**src/rtl/spi_mem_pkg.sv**
```systemverilog
// spi_mem_pkg
// Shared types and constants for the SPI command/memory bridge.
//   state_t      : command FSM states
//   CMD_WR_BIT   : command byte bit selecting write (1) or read (0)
//   CMD_RSVD_BIT : reserved command bit; a set bit makes the frame ignored
//   TX_IDLE      : byte returned to the SPI receiver when nothing is being read
package spi_mem_pkg;

  typedef enum logic [1:0] {
    IDLE,
    WRITE,
    READ,
    DISCARD
  } state_t;

  localparam int CMD_WR_BIT   = 7;
  localparam int CMD_RSVD_BIT = 6;

  localparam logic [7:0] TX_IDLE = 8'h00;

endpackage

```
**src/rtl/sync_2ff.sv**
```systemverilog
// sync_2ff
// Two-flop synchroniser for a single asynchronous level.
//   clk_i  : destination clock
//   rst_ni : asynchronous active-low reset, loads RESET_VAL into both flops
//   d      : asynchronous input level
//   q      : synchronised level, 2-3 clk_i cycles behind d
module sync_2ff #(
  parameter logic RESET_VAL = 1'b1
) (
  input  logic clk_i,
  input  logic rst_ni,
  input  logic d,
  output logic q
);

  logic meta;

  // Classic back-to-back flop pair; the first stage may go metastable and
  // gets a full cycle to settle before q is used by downstream logic.
  always_ff @(posedge clk_i or negedge rst_ni) begin
    if (!rst_ni) begin
      meta <= RESET_VAL;
      q    <= RESET_VAL;
    end else begin
      meta <= d;
      q    <= meta;
    end
  end

endmodule

```
**src/rtl/spi_mem_ctrl.sv**
```systemverilog
// spi_mem_ctrl
// Decodes the byte stream from spi_receiver into burst writes to and burst
// reads from the latch memory, and supplies the next byte to shift out.
//   clk_i      : system clock
//   rst_ni     : asynchronous active-low reset
//   enable_i   : command mode active; low forces the FSM idle
//   spi_cs_i   : raw SPI chip select (active low, asynchronous)
//   rx_data_i  : received byte, valid with rx_stb_i
//   rx_stb_i   : one-cycle received-byte strobe
//   tx_data_o  : next byte to shift out
//   mem_addr_o : memory address
//   mem_data_o : memory write data
//   mem_we_o   : memory write enable, one-cycle pulse
//   mem_data_i : memory read data (combinational read of mem_addr_o)
module spi_mem_ctrl
  import spi_mem_pkg::*;
#(
  parameter int ADDR_W = 6,
  parameter int DATA_W = 8
) (
  input  logic              clk_i,
  input  logic              rst_ni,
  input  logic              enable_i,
  input  logic              spi_cs_i,
  input  logic [DATA_W-1:0] rx_data_i,
  input  logic              rx_stb_i,
  output logic [DATA_W-1:0] tx_data_o,
  output logic [ADDR_W-1:0] mem_addr_o,
  output logic [DATA_W-1:0] mem_data_o,
  output logic              mem_we_o,
  input  logic [DATA_W-1:0] mem_data_i
);

  state_t            state_q, state_d;
  logic              cs_sync;
  logic              frame_end;
  logic              cmd_load, wr_req, rd_req;
  logic [ADDR_W-1:0] addr_q;
  logic [DATA_W-1:0] wdata_q;
  logic [DATA_W-1:0] tx_q;
  logic              we_q;
  logic              rd_pend_q;

  sync_2ff #(.RESET_VAL(1'b1)) u_cs_sync (
    .clk_i  (clk_i),
    .rst_ni (rst_ni),
    .d      (spi_cs_i),
    .q      (cs_sync)
  );

  // A high synchronised CS or leaving command mode ends the frame; it takes
  // priority over any strobe arriving in the same cycle.
  assign frame_end = cs_sync | ~enable_i;

  // State register.
  always_ff @(posedge clk_i or negedge rst_ni) begin
    if (!rst_ni) begin
      state_q <= IDLE;
    end else begin
      state_q <= state_d;
    end
  end

  // Next state: the first byte after IDLE is the command byte, everything
  // else is data until the frame ends.
  always_comb begin
    state_d = state_q;
    if (frame_end) begin
      state_d = IDLE;
    end else if (state_q == IDLE && rx_stb_i) begin
      if (rx_data_i[CMD_RSVD_BIT]) begin
        state_d = DISCARD;
      end else if (rx_data_i[CMD_WR_BIT]) begin
        state_d = WRITE;
      end else begin
        state_d = READ;
      end
    end
  end

  // Per-strobe actions. A read command also requests a prefetch so the first
  // data byte of the frame already carries mem[start].
  always_comb begin
    cmd_load = 1'b0;
    wr_req   = 1'b0;
    rd_req   = 1'b0;
    if (!frame_end && rx_stb_i) begin
      unique case (state_q)
        IDLE: begin
          cmd_load = 1'b1;
          rd_req   = ~rx_data_i[CMD_RSVD_BIT] & ~rx_data_i[CMD_WR_BIT];
        end
        WRITE:   wr_req = 1'b1;
        READ:    rd_req = 1'b1;
        DISCARD: ;
        default: ;
      endcase
    end
  end

  // Datapath. The address advances in the cycle after the write pulse or
  // after a read fetch, so address and data stay stable while they are used.
  always_ff @(posedge clk_i or negedge rst_ni) begin
    if (!rst_ni) begin
      addr_q    <= '0;
      wdata_q   <= '0;
      we_q      <= 1'b0;
      rd_pend_q <= 1'b0;
      tx_q      <= DATA_W'(TX_IDLE);
    end else begin
      we_q      <= wr_req;
      rd_pend_q <= rd_req;
      if (wr_req) begin
        wdata_q <= rx_data_i;
      end
      if (cmd_load) begin
        addr_q <= rx_data_i[ADDR_W-1:0];
      end else if (we_q || (rd_pend_q && !frame_end)) begin
        addr_q <= addr_q + ADDR_W'(1);
      end
      if (frame_end) begin
        tx_q <= DATA_W'(TX_IDLE);
      end else if (rd_pend_q) begin
        tx_q <= mem_data_i;
      end
    end
  end

  // Gating with enable_i keeps the memory untouched the moment command mode
  // is left, even if a write pulse was already scheduled.
  assign mem_we_o   = we_q & enable_i;
  assign mem_addr_o = addr_q;
  assign mem_data_o = wdata_q;
  assign tx_data_o  = tx_q;

endmodule

```
**config.mk**
```make
export PLATFORM = sky130hd
export DESIGN_NAME = spi_mem_ctrl
export DESIGN_NICKNAME = d
export VERILOG_FILES = /design/src/rtl/spi_mem_pkg.sv /design/src/rtl/sync_2ff.sv /design/src/rtl/spi_mem_ctrl.sv
export SDC_FILE = /design/constraint.sdc
export NUM_CORES = 1
export LEC_CHECK = 0
export BUFFER_PORTS_ARGS = -buffer_cell sky130_fd_sc_hd__buf_2
export CORE_UTILIZATION = 50
export DETAILED_ROUTE_END_ITERATION = 8
export PLACE_DENSITY = 0.9
export SYNTH_ARGS = -nofsm -noshare
export SYNTH_HDL_FRONTEND = slang
export SYNTH_SLANG_ARGS = --single-unit
```
**constraint.sdc**
```tcl
create_clock -name clk_i -period 2.65 [get_ports clk_i]
set_input_delay 0.53 -clock clk_i [delete_from_list [all_inputs] [get_ports clk_i]]
set_output_delay 0.53 -clock clk_i [all_outputs]
set_load 0.1 [all_outputs]
```
==> results of run 1 <==
-- synth_stat cells, types with 2 or more instances --
cell type,count
dfrtp_1,26
nor2_1,18
mux2i_1,9
mux2_4,8
a21oi_1,7
xor2_1,5
buf_2,2
dfstp_2,2
inv_1,2
o2111ai_1,2
-- where the power goes --
group / internal (µW) / switching [µW]
clock network: 59.0 / 116
logic: 115 / 475
registers: 484 / 46.0
-- worst reg2reg max path, stage by stage, from the launching register on --
cell,delay [ps]
dfstp_2,390
nand2b_4,190
or4b_4,620
mux2_4,340
-- cell families (layout without fill, tap and decap cells) --
| family | Yosys count | count (layout) | share of synthesized area [%] |
|---|---|---|---|
| AOI/OAI and AO/OA | 12 | 12 | 5.82 |
| xor gates and xnor gates | 5 | 5 | 3.57 |
| buffers and inverters | 6 | 49 | 2.65 |
| and+or+nand+nor | 27 | 27 | 12.4 |
| DFF | 28 | 28 | 57.3 |
| muxes | 17 | 17 | 17.1 |
| adders and majority gates | 1 | 1 | 1.02 |
-- through the flow --
| step | utilization, % | worst slack, ps | total power, µW | hold WS [ps] | area, µm² |
|---|---|---|---|---|---|
| after global placement | 64.4 | 841 | 1120 | 347 | 1450 |
| after floorplan | - | 856 | 1020 | 234 | 1230 |
| after detailed placement | 64.4 | 799 | 1130 | 348 | 1450 |
| final | 65.5 | 795 | 1300 | 186 | 1480 |
| after CTS | 65.5 | 782 | 1300 | 195 | 1480 |
| after global routing | 65.5 | 705 | 1340 | 222 | 1480 |
-- worst min-delay path by stage --
| stage | from | endpoint | slack (ps) | cells after the start |
|---|---|---|---|---|
| 6_report | rst_ni | rd_pend_q | 190 | 1 |
| 5_1_grt | rst_ni | mem_addr_o[4] | 220 | 1 |
| 4_1_cts | rst_ni | mem_data_o[4] | 190 | 1 |
| 3_5_place_dp | u_cs_sync.meta | u_cs_sync.q | 350 | 0 |
| 3_3_place_gp | u_cs_sync.meta | u_cs_sync.q | 350 | 0 |
| 2_1_floorplan | rst_ni | mem_addr_o[0] | 230 | 0 |
-- per-layer routing --
metal	part of all wire [%]	wire [µm]	vias to the layer above	track usage [%]
met2	48	1080	18	27.3
met1	47	1060	401	26.0
met4	2.0	44	0	9.46
met3	2.9	65	5	1.75
li1	-	-	421	-
met5	0	0	-	0
-- state kept, by name, indices dropped and copies added (netlist names) --
| register | count |
|---|---|
| mem_data_o | 8 |
| state_q | 2 |
| u_cs_sync.meta | 1 |
| mem_addr_o | 6 |
| we_q | 1 |
| u_cs_sync.q | 1 |
| rd_pend_q | 1 |
| tx_data_o | 8 |
-- layout make-up --
cell class	instances	area (µm²)	area share (%)
Sequential cell	28	703	47.6
Multi-Input combinational cell	62	490	33.2
Timing Repair Buffer	43	215	14.6
Tap cell	28	35.0	2.37
Clock buffer	4	26.3	1.78
Inverter	2	7.51	0.508
==> flow_summary.toml, run 1 <==
[worst_setup_path]
worstPathRequired_ps = 2120
cp-startpoint = "we_q"
cpMaxStageDelayCell = "dfrtp_1"
crit_fanout = 6
rr_endpoint = "mem_data_o[1]"
cp_top_family = "flip-flops"
crit_arrival_ps = 1320
critical_path_depth = 2
path_buf_inv = 1
rr_startpoint = "u_cs_sync.q"
critical_path_class = "reg -> out"
max_stage_delay_ps = 450
reg2reg_setup_slack_ps = 1000
ff2ff_path_depth = 3
critPathCaptureType = "primary output"
path_cells = "and2_1 -> buf_2"
start_kind = "register"
endpoint = "mem_we_o"

[timing]
setup_tns_ps = 0
report.final.setup_viol = 0
worst_pin_slew_ps = 586
rsz0062_at_grt = "false"
slew_headroom_pct = 60.9
period_minus_slack_ps = 1850
period_share_pct = 70.0
maxSlewViolCount = 0
fmax_ghz = 0.539
hold_viol = 0
skew_ps = 4.68

[cts]
cts_resized = 0
clock-root-buffer = "clkbuf_4"
post_cts_buffers = 0
cts_sinks = 28
numCtsBuffers = 3
clk_pin_slew_ps = 140
cts_buffer_depth = 2
hold_buffers = 0
cts.htree.levels = 1
cts_tree = "yes"
clock_latency_ps = 320

[global_routing]
grt-ovfl-total = 0
track_usage_pct = 18.1
grt_pass1_vias = 752
grt_pass1_wl_um = 3430
grt_max_degree = 29
antenna_found_initial = 0

[cells_and_area]
diodes = 0
layout_commonest_cell = "buf_2"
area_growth_pct = 20.5
nFillCells = 184
finalNonFillerCells = 167
drive_gt1_share_pct = 42.4
fin_nets = 162
layout_common_cells = "buf_2 (43), dfrtp_1 (26), nor2_1 (18)"

[logic_synthesis]
synthFlopType = "dfrtp_1"
synth_seq_area_share_pct = 57.3
postSynthAreaPerCell_um2 = 12.8
ys_ff_latch = 28
netlist-cell-type-count = 25
netlist_area_um2 = 1230
synth_edf_count = 0
synth.area.top_cells = "dfrtp_1 (53%), mux2_4 (9.8%), mux2i_1 (7.3%)"
yosys_warnings = 0
synth_top_area_cell = "dfrtp_1"
synth_top_area_share_pct = 53.1
async_flop_share_pct = 100
syn_nets = 118
synthCells = 96

[die]
initial_core_util_pct = 54.4
core-area_um2 = 2250
io_pins = 44
die_h_um = 51.5
dieWidth_um = 51.5
dieArea_um2 = 2650
fp-row-count = 17

[worst_hold_path]
worstHoldPathType = "in -> async"

[place]
dp.cells = 163
dpl.hpwl_um = 1660
io_buffers = 43
gp_congestion = 0.757

[power]
ir_drop_mv = 0.677
p_leak_uw = 0.000759
p_per_area_nw_per_um2 = 877

[routing]
antenna_left = 0
drc = 0
drt-initial-drc-count = 4
drt-total-wl_um = 2250
wl_per_cell_um = 13.4
drtPass1Iterations = 2
viasPerCell = 5.06
num_vias = 845

[outcome]
outcome = "completed"

[flow_run]
cap_viol_max_count = 0
(Power assumes the default switching activity.)
==> run 2: changes to the inputs <==
--- a/config.mk
+++ b/config.mk
@@ -6,9 +6,9 @@
 export NUM_CORES = 1
 export LEC_CHECK = 0
 export BUFFER_PORTS_ARGS = -buffer_cell sky130_fd_sc_hd__buf_2
-export CORE_UTILIZATION = 50
+export CORE_UTILIZATION = 43
 export DETAILED_ROUTE_END_ITERATION = 8
-export PLACE_DENSITY = 0.9
+export PLACE_DENSITY = 0.83
 export SYNTH_ARGS = -nofsm -noshare
 export SYNTH_HDL_FRONTEND = slang
 export SYNTH_SLANG_ARGS = --single-unit
==> constraint.sdc (replaced) <==
create_clock -name clk_i -period 1.6 [get_ports clk_i]
set_input_delay 0.32 -clock clk_i [delete_from_list [all_inputs] [get_ports clk_i]]
set_output_delay 0.32 -clock clk_i [all_outputs]
set_load 0.1 [all_outputs]
==> run 2 against run 1 <==
Against the previous run:
- utilization fell by 9.6 points
- largest cell class unchanged
- final cell count rose by 3.6%
- clock power rose by 68%
- largest power group unchanged
- critical endpoint is now mem_data_o[1]
- wire length rose by 1.7%
- critical path type is now reg -> reg
- the run now ends with design-rule violations left
- non-clock buffer count rose by 3
- clock skew barely moved
- sequential power rose by 66%
- setup slack got worse by 770 ps
==> flow_summary.toml, run 2 (synthesis gave the netlist of run 1 again) <==
[worst_setup_path]
worstPathRequired_ps = 1830
path_buf_inv = 0
reg2reg_setup_slack_ps = 20
ff2ff_path_depth = 3
critPathCaptureType = "register"
rr_startpoint = "u_cs_sync.q"
cp-startpoint = "u_cs_sync.q"
path_cells = "nand2b_4 -> or4b_4 -> mux2_4"
crit_fanout = 9
critical_path_class = "reg -> reg"
cpMaxStageDelayCell = "or4b_4"
rr_endpoint = "mem_data_o[1]"
max_stage_delay_ps = 600
cp_top_family = "simple AND/OR/NAND/NOR gates"
start_kind = "register"
crit_arrival_ps = 1800

[cts]
clock-root-buffer = "clkbuf_4"
clock_latency_ps = 320
numCtsBuffers = 3
cts_buffer_depth = 2
cts.htree.levels = 1
cts_sinks = 28
cts_tree = "yes"
clk_pin_slew_ps = 140

[worst_hold_path]
worst_hold_path.endpoint = "u_cs_sync.meta"
worstHoldPathType = "in -> reg"
holdPathStages = 1
worstHoldStart = "spi_cs_i"

[cells_and_area]
diodes = 0
finalNonFillerCells = 173
drive_gt1_share_pct = 46.5
layout_commonest_cell = "buf_2"
layout_common_cells = "buf_2 (42), dfrtp_1 (22), nor2_1 (18)"
area_growth_pct = 24.8
fin_nets = 165

[place]
io_buffers = 43
dp.cells = 168
gp_congestion = 0.721
preCtsSetupSlack_ps = 17.7
dpl.hpwl_um = 1720

[die]
core-area_um2 = 2730
dieArea_um2 = 3070
dieWidth_um = 55.4
initial_core_util_pct = 44.9
io_pins = 44
die_h_um = 55.4
fp-row-count = 19

[timing]
setup_tns_ps = 0
slew_headroom_pct = 60.6
rsz0062_at_grt = "true"
period_share_pct = 98.5
skew_ps = 4.95
hold_slack_ps = 77.6
report.final.setup_viol = 0
hold_viol = 0
maxSlewViolCount = 0
fmax_ghz = 0.635
worst_pin_slew_ps = 591
period_minus_slack_ps = 1580
timing.final.ws_setup_ps = 24.2

[routing]
drc = 1
num_vias = 864
antenna_left = 0
viasPerCell = 4.99
drt-initial-drc-count = 7
drt-total-wl_um = 2290
drtPass1Iterations = 6
wl_per_cell_um = 13.2

[global_routing]
grt_pass1_wl_um = 3960
track_usage_pct = 16.5
grt-ovfl-total = 0
antenna_found_initial = 0
grt_pass1_vias = 880
grt_max_degree = 29

[power]
p_per_area_nw_per_um2 = 1410
p_leak_uw = 0.000774
p_total_uw = 2160
ir_drop_mv = 1.49

[outcome]
violations = "design-rule violations"
outcome = "finished, violations left"

[flow_run]
cap_viol_max_count = 0
## run 2: layer usage
metal | routed length, µm | vias up | track usage (%)
met5 | 0 | - | 0
met4 | 62 | 0 | 11.4
met3 | 55 | 4 | 2.58
met2 | 1130 | 15 | 25.6
met1 | 1030 | 420 | 21.3
li1 | - | 425 | -
## run 2: what timing repair did
item | CTS | global route
setup buffers | 0 | 0
resized for setup | 0 | 1
hold endpoints to repair | 14 | 0
hold buffers | 1 | 0
endpoints found under the setup margin | 0 | 10
## run 2: worst max path at each step
stage	endpoint	cells past startpoint
floorplan	mem_addr_o[5]	3
global placement	mem_data_o[3]	4
detailed placement	mem_data_o[1]	4
CTS	mem_data_o[1]	3
global route	mem_data_o[3]	3
finish	mem_data_o[1]	3
## run 2: cell type report
cell class / count / area [µm²]
Multi-Input combinational cell: 62 / 494
Clock buffer: 4 / 26.3
Sequential cell: 28 / 708
Inverter: 2 / 7.51
Fill cell: 229 / 1200
Timing Repair Buffer: 46 / 255
Tap cell: 31 / 38.8
## run 2: per-stage QoR
| step | cell area, µm² | utilization (%) |
|---|---|---|
| 2_1_floorplan | 1230 | - |
| 3_3_place_gp | 1490 | 54.5 |
| 3_5_place_dp | 1490 | 54.5 |
| 4_1_cts | 1530 | 55.8 |
| 5_1_grt | 1530 | 56.0 |
| 6_report | 1530 | 56.0 |
## run 2: power breakdown
| group | total, µW | internal (µW) | switching, µW |
|---|---|---|---|
| Combinational | 983 | 196 | 787 |
| Clock | 294 | 97.7 | 196 |
| Sequential | 880 | 808 | 72.5 |
==> run 3: changes to the inputs <==
--- a/config.mk
+++ b/config.mk
@@ -11,4 +11,5 @@
 export PLACE_DENSITY = 0.83
 export SYNTH_ARGS = -nofsm -noshare
 export SYNTH_HDL_FRONTEND = slang
+export SYNTH_HIERARCHICAL = 1
 export SYNTH_SLANG_ARGS = --single-unit
==> run 3 against run 2 <==
Against the previous run:
- the run still ends with design-rule violations left
- non-clock buffer count is the same
- clock power is essentially flat
- total power is the same
- critical path depth is the same
- largest power group unchanged
- critical path type unchanged
- wire length is the same
- global-route usage is the same
==> flow_summary.toml, run 3 <==
[logic_synthesis]
synth_top_area_cell = "dfrtp_1"
postSynthAreaPerCell_um2 = 12.8
synth_seq_area_share_pct = 57.3
yosysMostFrequentCell = "dfrtp_1"
netlist-cell-type-count = 25
synthCells = 96
synth_top_area_share_pct = 53.1
netlist_area_um2 = 1230
netlist_top_cells_count = "dfrtp_1 (26), nor2_1 (18), mux2i_1 (9)"
synth_edf_count = 0
yosys_warnings = 6
synth.area.top_cells = "dfrtp_1 (53%), mux2_4 (9.8%), mux2i_1 (7.3%)"
ys_ff_latch = 28
synthFlopType = "dfrtp_1"
syn_nets = 118
async_flop_share_pct = 100

[global_routing]
antenna_found_initial = 0
grt_pass1_wl_um = 3960
track_usage_pct = 16.5
grt_pass1_vias = 880
grt-ovfl-total = 0
grt_max_degree = 29

[worst_setup_path]
crit_arrival_ps = 1800
worstPathRequired_ps = 1830
ff2ff_path_depth = 3
critical_path_class = "reg -> reg"
start_kind = "register"
crit_fanout = 9
rr_startpoint = "u_cs_sync/q"
critPathCaptureType = "register"
rr_endpoint = "mem_data_o[1]"
reg2reg_setup_slack_ps = 20

[timing]
report.final.setup_viol = 0
period_share_pct = 98.5
fmax_ghz = 0.635
maxSlewViolCount = 0
worst_pin_slew_ps = 591
rsz0062_at_grt = "true"
slew_headroom_pct = 60.6
period_minus_slack_ps = 1580
hold_viol = 0
skew_ps = 4.95

[cts]
clock_latency_ps = 320
cts_sinks = 28
numCtsBuffers = 3
clk_pin_slew_ps = 140
cts_buffer_depth = 2
post_cts_buffers = 0
cts.htree.levels = 1
clock-root-buffer = "clkbuf_4"
cts_tree = "yes"

[die]
core-area_um2 = 2730
fp-row-count = 19
dieWidth_um = 55.4
dieArea_um2 = 3070
die_h_um = 55.4
initial_core_util_pct = 44.9
io_pins = 44

[power]
p_int_uw = 1100
sw_frac_of_total_pct = 48.9
combinationalPowerShare_pct = 45.6
p_sw_uw = 1060
p_leak_uw = 0.000774
ir_drop_mv = 1.49
p_per_area_nw_per_um2 = 1410
p_clk_share_pct = 13.6
power_frac_seq_pct = 40.8

[cells_and_area]
area_growth_pct = 24.8
fin_nets = 165
stdcell_area_um2 = 1530
layout_common_cells = "buf_2 (42), dfrtp_1 (22), nor2_1 (18)"
finish.utilization_pct = 56.0
layout_commonest_cell = "buf_2"
diodes = 0
drive_gt1_share_pct = 46.5

[routing]
drtPass1Iterations = 6
viasPerCell = 4.99
drt-initial-drc-count = 7
antenna_left = 0
num_vias = 864
drt-total-wl_um = 2290
wl_per_cell_um = 13.2
drc = 1

[place]
io_buffers = 43
place_area_um2 = 1490
gp_congestion = 0.721
dpl.hpwl_um = 1720

[worst_hold_path]
worstHoldPathType = "in -> reg"
worstHoldStart = "spi_cs_i"
worst_hold_path.endpoint = "u_cs_sync/meta"
holdPathStages = 1

[outcome]
outcome = "finished, violations left"
violations = "design-rule violations"

[flow_run]
cap_viol_max_count = 0
==> run 3: cell counts after synthesis <==
No cell type changed its count.
==> run 3: layer usage <==
layer | track usage (%) | up-vias | part of all wire (%)
li1 | - | 425 | -
met1 | 21.3 | 420 | 45
met2 | 25.6 | 15 | 50
met3 | 2.58 | 4 | 2.4
met4 | 11.4 | 0 | 2.7
met5 | 0 | - | 0
==> run 3: worst max-delay path: stages (launching register included) <==
cell and delay, ps:
dfstp_2 390, nand2b_4 150, or4b_4 600, mux2_4 340
==> run 3: cell type report <==
| cell class | count | area (µm²) |
|---|---|---|
| Sequential cell | 28 | 708 |
| Multi-Input combinational cell | 62 | 494 |
| Inverter | 2 | 7.51 |
| Tap cell | 31 | 38.8 |
| Timing Repair Buffer | 46 | 255 |
| Fill cell | 229 | 1200 |
| Clock buffer | 4 | 26.3 |
==> run 3: cell families (layout without fill, tap and decap cells) <==
logic type	after synthesis	in the layout	share of synthesized area, %
AO/OA/AOI/OAI	12	12	5.82
XOR/XNOR	5	5	3.57
adder cells (fa/ha/maj)	1	1	1.02
buffers and inverters	6	52	2.65
flip-flops	28	28	57.3
multiplexers	17	17	17.1
AND/OR/NAND/NOR	27	27	12.4
==> run 3: stage by stage <==
| stage | hold WS, ps | worst slack [ps] | TNS, ps | cells | total power, µW |
|---|---|---|---|---|---|
| final | 77.6 | 24.2 | 0 | 173 | 2160 |
| after global routing | 51.5 | -9.41 | -38.7 | 173 | 2240 |
| after global placement | 342 | 40.3 | 0 | 168 | 1870 |
| after CTS | 71.6 | 19.9 | 0 | 173 | 2170 |
| after floorplan | 24.4 | 43.7 | 0 | 96 | 1700 |
| after detailed placement | 352 | 17.7 | 0 | 168 | 1880 |
==> run 3: power by group through the flow <==
stage / Sequential [µW] / Combinational (µW) / Clock (µW)
floorplan: 1540 / 162 / 0
global placement: 893 / 972 / 0
detailed placement: 895 / 982 / 0
CTS: 881 / 987 / 299
global route: 895 / 1020 / 328
finish: 880 / 983 / 294
==> run 3: how the worst max path moves through the flow <==
stage	startpoint	to	slack [ps]	cells after the start
after floorplan	mem_addr_o[4]	mem_addr_o[5]	40	3
after global placement	enable_i	mem_data_o[3]	40	4
after detailed placement	enable_i	mem_data_o[1]	20	4
after CTS	u_cs_sync/q	mem_data_o[1]	20	3
after global routing	u_cs_sync/q	mem_data_o[3]	-9	3
final	u_cs_sync/q	mem_data_o[1]	20	3
==> run 3: what timing repair did <==
item / CTS / global route
hold endpoints to repair: 14 / 0
resized for setup: 0 / 1
hold buffers: 1 / 0
endpoints found under the setup margin: 0 / 10
